==> config.mk <==
export PLATFORM = sky130hd
export DESIGN_NAME = tx_framer_8b10
export DESIGN_NICKNAME = d
export VERILOG_FILES = /design/src/rtl/v8b10b_pkg.sv /design/src/rtl/crc8_byte.sv /design/src/rtl/tx_framer_8b10.sv
export SDC_FILE = /design/constraint.sdc
export NUM_CORES = 1
export LEC_CHECK = 0
export BUFFER_PORTS_ARGS = -buffer_cell sky130_fd_sc_hd__clkbuf_2
export CAP_MARGIN = 10
export CORE_MARGIN = 2
export CORE_UTILIZATION = 60
export CTS_BUF_LIST = sky130_fd_sc_hd__clkbuf_4 sky130_fd_sc_hd__clkbuf_8 sky130_fd_sc_hd__clkbuf_16
export CTS_CLUSTER_SIZE = 14
export DETAILED_ROUTE_END_ITERATION = 8
export GPL_TIMING_DRIVEN = 0
export PLACE_DENSITY = 0.89
export SETUP_SLACK_MARGIN = 0.15
export SLEW_MARGIN = 40
export SYNTH_ARGS = -nofsm -noshare
export SYNTH_HDL_FRONTEND = slang
export SYNTH_SLANG_ARGS = --single-unit
==> constraint.sdc <==
create_clock -name clk -period 3.4 [get_ports clk]
set_input_delay 0.68 -clock clk [delete_from_list [all_inputs] [get_ports clk]]
set_output_delay 0.68 -clock clk [all_outputs]
set_load 0.02 [all_outputs]
==> src/rtl/v8b10b_pkg.sv <==
// Shared symbol constants, FSM state encoding and CRC polynomial for the 8b/10b transmit path.
// Optional macro V8B10B_TX_CRC_EN adds the CRC trailer state.
package v8b10b_pkg;

    localparam logic [7:0] K28_5 = 8'hBC;  // idle comma
    localparam logic [7:0] K27_7 = 8'hFB;  // start of frame
    localparam logic [7:0] K29_7 = 8'hFD;  // end of frame
    localparam logic [7:0] K28_0 = 8'h1C;  // underrun pad
    localparam logic [7:0] K30_7 = 8'hFE;  // frame error

    localparam logic [7:0] CRC8_POLY = 8'h07;

    typedef enum logic [2:0] {
        ST_IDLE  = 3'd0,
        ST_SOF   = 3'd1,
        ST_DATA  = 3'd2,
        ST_EOF   = 3'd3,
        ST_ABORT = 3'd4
`ifdef V8B10B_TX_CRC_EN
        ,
        ST_CRC   = 3'd5
`endif
    } tx_state_t;

endpackage

==> src/rtl/crc8_byte.sv <==
// Combinational CRC-8 update over one byte, MSB first, no reflection.
module crc8_byte
    import v8b10b_pkg::*;
(
    input  logic [7:0] crc,
    input  logic [7:0] data,
    output logic [7:0] crc_next
);

    always_comb begin
        logic [7:0] c;
        c = crc ^ data;
        for (int i = 0; i < 8; i++) begin
            if (c[7]) begin
                c = {c[6:0], 1'b0} ^ CRC8_POLY;
            end else begin
                c = {c[6:0], 1'b0};
            end
        end
        crc_next = c;
    end

endmodule

==> src/rtl/tx_framer_8b10.sv <==
// Transmit framer feeding encoder_8b10: SOF/data/EOF framing, comma idles, inter-frame gap, pad/abort.
// Optional macro V8B10B_TX_CRC_EN inserts a CRC-8 symbol between the last byte and EOF.
//
// state    | meaning
// ---------+-----------------------------------------------------------
// ST_IDLE  | emit K28.5, count inter-frame gap, wait for s_valid
// ST_SOF   | emit K27.7, open frame
// ST_DATA  | emit accepted byte, or K28.0 pad on underrun
// ST_CRC   | emit running CRC-8 as data (CRC build only)
// ST_EOF   | emit K29.7, restart gap count
// ST_ABORT | emit K30.7, pulse abort, restart gap count
module tx_framer_8b10
    import v8b10b_pkg::*;
#(
    parameter int IFG_MIN = 2,
    parameter int MAX_PAD = 8
) (
    input  logic       clk,
    input  logic       rst_n,
    input  logic       ce,
    input  logic [7:0] s_data,
    input  logic       s_valid,
    input  logic       s_last,
    output logic       s_ready,
    output logic       enc_en,
    output logic       enc_kin,
    output logic [7:0] enc_din,
    output logic       abort
);

    localparam logic [7:0] IFG_LIM = 8'(IFG_MIN);
    localparam logic [8:0] IFG_THR = 9'(IFG_MIN);
    localparam logic [8:0] PAD_LIM = 9'(MAX_PAD);

    tx_state_t  state, state_nxt;
    logic [7:0] gap_cnt, gap_nxt;
    logic [7:0] pad_cnt, pad_nxt;
    logic       sym_kin;
    logic [7:0] sym_din;
    logic       abort_nxt;

`ifdef V8B10B_TX_CRC_EN
    logic [7:0] crc_q, crc_nxt, crc_upd;

    crc8_byte u_crc8 (
        .crc      (crc_q),
        .data     (s_data),
        .crc_next (crc_upd)
    );
`endif

    assign s_ready = (state == ST_DATA) && ce;

    always_comb begin
        state_nxt = state;
        gap_nxt   = gap_cnt;
        pad_nxt   = pad_cnt;
        sym_kin   = 1'b1;
        sym_din   = K28_5;
        abort_nxt = 1'b0;
`ifdef V8B10B_TX_CRC_EN
        crc_nxt   = crc_q;
`endif
        case (state)
            ST_IDLE: begin
                if (gap_cnt < IFG_LIM) begin
                    gap_nxt = gap_cnt + 8'd1;
                end
                // The idle emitted on this symbol already counts toward the gap.
                if ((({1'b0, gap_cnt} + 9'd1) >= IFG_THR) && s_valid) begin
                    state_nxt = ST_SOF;
                end
            end
            ST_SOF: begin
                sym_din   = K27_7;
                pad_nxt   = 8'd0;
`ifdef V8B10B_TX_CRC_EN
                crc_nxt   = 8'd0;
`endif
                state_nxt = ST_DATA;
            end
            ST_DATA: begin
                if (s_valid) begin
                    sym_kin = 1'b0;
                    sym_din = s_data;
                    pad_nxt = 8'd0;
`ifdef V8B10B_TX_CRC_EN
                    crc_nxt = crc_upd;
                    if (s_last) begin
                        state_nxt = ST_CRC;
                    end
`else
                    if (s_last) begin
                        state_nxt = ST_EOF;
                    end
`endif
                end else begin
                    sym_din = K28_0;
                    pad_nxt = pad_cnt + 8'd1;
                    if (({1'b0, pad_cnt} + 9'd1) >= PAD_LIM) begin
                        state_nxt = ST_ABORT;
                    end
                end
            end
`ifdef V8B10B_TX_CRC_EN
            ST_CRC: begin
                sym_kin   = 1'b0;
                sym_din   = crc_q;
                state_nxt = ST_EOF;
            end
`endif
            ST_EOF: begin
                sym_din   = K29_7;
                gap_nxt   = 8'd0;
                state_nxt = ST_IDLE;
            end
            ST_ABORT: begin
                sym_din   = K30_7;
                abort_nxt = 1'b1;
                gap_nxt   = 8'd0;
                pad_nxt   = 8'd0;
                state_nxt = ST_IDLE;
            end
            default: begin
                state_nxt = ST_IDLE;
            end
        endcase
    end

    always_ff @(posedge clk or negedge rst_n) begin
        if (!rst_n) begin
            state   <= ST_IDLE;
            gap_cnt <= IFG_LIM;
            pad_cnt <= 8'd0;
            enc_en  <= 1'b0;
            enc_kin <= 1'b1;
            enc_din <= K28_5;
            abort   <= 1'b0;
        end else begin
            enc_en <= ce;
            if (ce) begin
                state   <= state_nxt;
                gap_cnt <= gap_nxt;
                pad_cnt <= pad_nxt;
                enc_kin <= sym_kin;
                enc_din <= sym_din;
                abort   <= abort_nxt;
            end else begin
                abort   <= 1'b0;
            end
        end
    end

`ifdef V8B10B_TX_CRC_EN
    always_ff @(posedge clk or negedge rst_n) begin
        if (!rst_n) begin
            crc_q <= 8'd0;
        end else if (ce) begin
            crc_q <= crc_nxt;
        end
    end
`endif

endmodule

Word-level counts from Yosys, hierarchy flattened
Index checks and enable logic that the tools add are counted.
{ "totals": {"regBits": 30, "latch_bits": 0, "mem_bits_rw": 0, "mem_bits_ro": 0, "inputBits": 13, "out_inout_bits": 12, "wordCells": 47, "memories": 0} }
{ "op_classes": {"n_addsub": 4, "multipliers": 0, "n_div": 0, "order_cmp": 3, "n_eq_ne": 8, "shift": 0, "muxes": 15, "bitwise": 0, "reduce_logical": 10} }
{ "op_table": {"columns": ["op", "n"], "rows": [
  ["8-bit case mux with 2 select lines", 2],
  ["8-bit case mux with 4 select lines", 1],
  ["8-bit 2-to-1 mux", 3],
  ["8-bit by 1-bit adder with 9-bit output, second input constant", 2],
  ["8-bit by 1-bit adder with 8-bit output, second input constant", 2],
  ["3-bit 2-to-1 mux", 4],
  ["9-bit by 2-bit greater-or-equal comparator with 1-bit output, second input constant", 1],
  ["9-bit by 4-bit greater-or-equal comparator with 1-bit output, second input constant", 1],
  ["3-bit case mux with 3 select lines", 1],
  ["8-bit by 2-bit < comparator with 1-bit output, second input constant", 1],
  ["3-bit by 2-bit == test with 1-bit output, second input constant", 2],
  ["1-bit 2-to-1 mux", 4],
  ["2-bit inequality test, second input constant", 2],
  ["4-bit AND reduction", 1],
  ["2-bit nonzero test", 2],
  ["2-bit OR reduction", 2],
  ["3-bit by 1-bit == test with 1-bit output, second input constant", 1],
  ["3-bit == test, second input constant", 1],
  ["3-bit logical NOT", 1],
  ["3-bit by 2-bit inequality test with 1-bit output, second input constant", 1],
  ["3-bit inequality test, second input constant", 1],
  ["3-bit AND reduction", 1],
  ["1-bit logical AND", 2],
  ["2-bit AND reduction", 1]
]} }

Longest topological paths before layout
{ "logic_depth": {"ltp_word": 5, "depth_mapped": 7} }

Worst setup path before layout
OpenSTA, ideal clock, no wires.
{ "synth_timing": {"kind": "in2out", "from": "in ce", "to": "out s_ready", "arrival_time_ps": 1489, "required_ps": 2720, "path_slack_ps": 1231, "cell_stages": 3, "cell_sequence": "clkbuf_1 > clkbuf_1 > and3_1"} }
{ "synth_via": {"elab_chain_len": 1} }
{ "synth_lines": {"columns": ["element", "line_no", "source"], "rows": [
  ["start: declaration", "tx_framer_8b10.sv:20", "input logic ce,"],
  ["1-bit logical AND", "tx_framer_8b10.sv:52", "assign s_ready = (state == ST_DATA) && ce;"],
  ["end: declaration", "tx_framer_8b10.sv:24", "output logic s_ready,"]
]} }
No other way between the ends.

Worst setup path after layout
Ends and elaborated chain as after synthesis.

==> out/results.md <==
| Quantity | Reported | Unit |
|:---|:---|:---|
| Run status | finished clean | - |
| Setup-violating endpoint count in the final report | 0 | - |
| Worst setup skew after layout | 0.00978 | ns |
| Overall Power | 1330 | uW |
| Reg power frac | 40.8 | % |
| Maximum clock path buffer count | 2 | - |
| Sequential cell area | 759 | sq um |
| Slew margin rel. | 50.2 | % |
| Root buffer selected by CTS | sky130_fd_sc_hd__clkbuf_4 | - |
| Synthesized area per cell | 9.43 | sq um |
| RSZ-0062 raised after global routing | false | - |
| Inserted Diodes | 0 | - |
| Top post-synthesis cells by area | sky130_fd_sc_hd__dfrtp_1, sky130_fd_sc_hd__dfstp_2, sky130_fd_sc_hd__nor2_1 | - |
| Combined area of the multi-input logic cells | 811 | sq um |
| CTS clk-pin slew, worst paths | 0.09 | ns |
| Post-synth top area share | 35.5 | % |
| Final clock period utilization by the worst path | 77.0 | % |
| Combinational power share | 37.6 | % |
| Share of cells above drive strength 1 | 23.5 | % |
| Effective utilization at floorplan | 64.3 | % |
| Final count of pins violating max slew | 0 | - |
| Most frequently used flop master after synthesis | sky130_fd_sc_hd__dfrtp_1 | - |
| Achievable clock frequency | 0.382 | GHz |
| Placeable core area | 0.00252 | sq mm |
| DR iter-0 viols | 53 | - |
| Crit start category | input pin | - |
| Number of buffers added on ports | 24 | - |
| Post-Syn Instances | 172 | - |
| Post-CTS setup buffer count | 0 | - |
| Die span in y | 56.0 | um |
| Mapped Area | 0.00162 | sq mm |
| Total congestion overflow | 0 | - |
| Wire length of the first global-routing pass | 6150 | um |
| Std-Cell Rows | 18 | - |
| Largest area contributor in the netlist | sky130_fd_sc_hd__dfrtp_1 | - |
| CTS H-tree depth | 2 | - |
| Total iterations of the first detailed-routing run | 4 | - |
| Largest net degree at the start of global routing | 31 | - |
| Overall Global Routing Usage | 25.2 | % |
| Hold Fails Final Rpt | 0 | - |
| Nets in the synthesized netlist | 189 | - |
| Worst IR Drop VDD | 0.000577 | V |
| Count of distinct cell types in the synthesized netlist | 42 | - |
| CTS sink cnt | 30 | - |
| Wire per inst | 14.8 | um |
| GPL Wtd Cong | 0.929 | - |
| Switching Share | 38.0 | % |
| Clock buffers created by TritonCTS | 5 | - |
| Final Routed Wirelength | 3470 | um |
| Die outline width | 56.0 | um |
| Antenna Nets Post-Route | 0 | - |
| Tightest Pin Transition | 0.739 | ns |
| TritonCTS clock tree | done | - |
| Net switching component of the power | 506 | uW |
| Data arrival, critical path | 1.94 | ns |
| Vias in the first global route | 1413 | - |
| Number of enable-type register cells in the synthesized netlist | 0 | - |
| P&R area growth vs syn | 14.8 | % |
| Number of gates resized after cts | 0 | - |
| Yosys reg bits | 30 | - |
| Class of the tightest hold or removal check | input pin to asynchronous set/reset pin | - |
| PD cells | 716 | mW/mm^2 |
| Share of synthesized registers carrying an async set or reset | 100 | % |
| Top cell types by occurrence after synthesis | sky130_fd_sc_hd__dfrtp_1, sky130_fd_sc_hd__nor2_1, sky130_fd_sc_hd__o21ai_0 | - |
| DR vias/cell | 6.12 | - |
| Sum Neg Setup Slack | 0 | ns |
| Post-detail-place hpwl | 2540 | um |
| Number of remaining DRC errors | 0 | - |
| Sequential-to-total area share from yosys stat | 46.8 | % |
| Hold buffer count at cts | 0 | - |
| Library cell with the highest instance count after synthesis | sky130_fd_sc_hd__dfrtp_1 | - |
| Clk Latency, worst-skew pair | 0.33 | ns |
| Total number of vias | 1431 | - |
| Top-level port count | 25 | - |
| Critical path endpoint category | output port | - |
| Clock network fraction of total power | 21.6 | % |
| Internal power consumption | 827 | uW |
| Leak | 0.000863 | uW |
| Crit-path max FO | 10 | - |
| Die area | 0.00313 | sq mm |
| Type of the setup path with the least slack | input pin to output port | - |
| Number of max-capacitance violations reported | 0 | - |
| Number of antenna violations at the first check in global routing | 0 | - |
| Yosys warning total | 0 | - |
| Layout net count | 220 | - |
| Time the worst path needs with I/O delays and setup | 2.62 | ns |
| Worst Path Required | 2.72 | ns |
| Filler cell count in the final layout | 175 | - |
[metrics by stage]
step           std cells  worst slack, ns  hold slack (ns)  util, %  cell area, sq um
2_1_floorplan        172             1.23            0.384        -              1620
3_3_place_gp         226            0.811            0.465     70.5              1780
3_5_place_dp         226            0.794            0.472     70.5              1780
4_1_cts              234            0.793            0.407     73.8              1860
5_1_grt              234            0.694            0.414     73.8              1860
6_report             234            0.783            0.361     73.8              1860
[worst max-delay path: stages]
cell and delay (ns):
sky130_fd_sc_hd__clkbuf_2 0.09, sky130_fd_sc_hd__clkbuf_1 0.35, sky130_fd_sc_hd__clkbuf_1 0.41, sky130_fd_sc_hd__and3_1 0.23, sky130_fd_sc_hd__clkbuf_2 0.17
[metal layers]
metal  global-route usage (%)  part of all wire [%]  vias up
met5                        0                     0        -
met1                     32.7                    44      676
met4                     9.52                   1.9        0
met3                     7.44                   7.0        8
met2                     39.8                    47       57
li1                         -                     -      690
[state kept, by name, summed over array words and instances, names as in the netlist]
register,cells
enc_kin,1
state,3
enc_en,1
pad_cnt,8
gap_cnt,8
abort,1
enc_din,8
[cell usage in the layout, fill, tap and decap left out, types with 4 or more instances in the layout]
cell type	count
sky130_fd_sc_hd__ha_1	4
sky130_fd_sc_hd__dfrtp_1	23
sky130_fd_sc_hd__and3_1	5
sky130_fd_sc_hd__a21oi_1	11
sky130_fd_sc_hd__o21ai_0	13
sky130_fd_sc_hd__nand2_1	6
sky130_fd_sc_hd__and2_1	7
sky130_fd_sc_hd__a31oi_1	4
sky130_fd_sc_hd__clkbuf_4	7
sky130_fd_sc_hd__clkbuf_2	23
sky130_fd_sc_hd__nand3_1	9
sky130_fd_sc_hd__clkbuf_1	5
sky130_fd_sc_hd__inv_1	6
sky130_fd_sc_hd__nor2_1	22
sky130_fd_sc_hd__nand2b_1	6
sky130_fd_sc_hd__dfstp_2	7
[logic make-up after synthesis]
kind of cell | synth area share (%)
and+or+nand+nor | 22.3
buffers and inverters | 3.16
adders and majority gates | 3.09
xor gates and xnor gates | 1.62
DFF | 46.8
AOI/OAI and AO/OA | 18.9
muxes | 4.09
[worst paths after layout]
path	slack (ns)	cells after the start	from	end
hold / removal	0.36	1	rst_n	pad_cnt[7]$_DFFE_PN0P_
min in group clk	0.47	1	ce	enc_en$_DFF_PN0_
setup reg to reg	1.45	6	pad_cnt[0]$_DFFE_PN0P_	state[0]$_DFFE_PN0P_
hold reg to reg	0.49	1	gap_cnt[7]$_DFFE_PN0P_	gap_cnt[7]$_DFFE_PN0P_
setup / recovery	0.78	5	ce	s_ready
max in group asynchronous	2.61	1	rst_n	pad_cnt[1]$_DFFE_PN0P_
[area by class of cell]
type | instances | area share (%)
sequential | 30 | 40.8
multi-input combinational | 129 | 43.5
clock buffer | 7 | 2.82
buffer | 7 | 1.55
inverter | 6 | 1.21
tap | 30 | 2.02
clock inverter | 1 | 1.61
timing repair buffer | 24 | 6.45
[power by group through the flow]
stage	clock [uW]	combinational, uW	sequential, uW
6_report	289	501	543
5_1_grt	317	556	558
4_1_cts	295	501	542
3_5_place_dp	0	498	548
3_3_place_gp	0	475	542
2_1_floorplan	0	320	580
No activity file was read; power rests on OpenSTA's default activity.
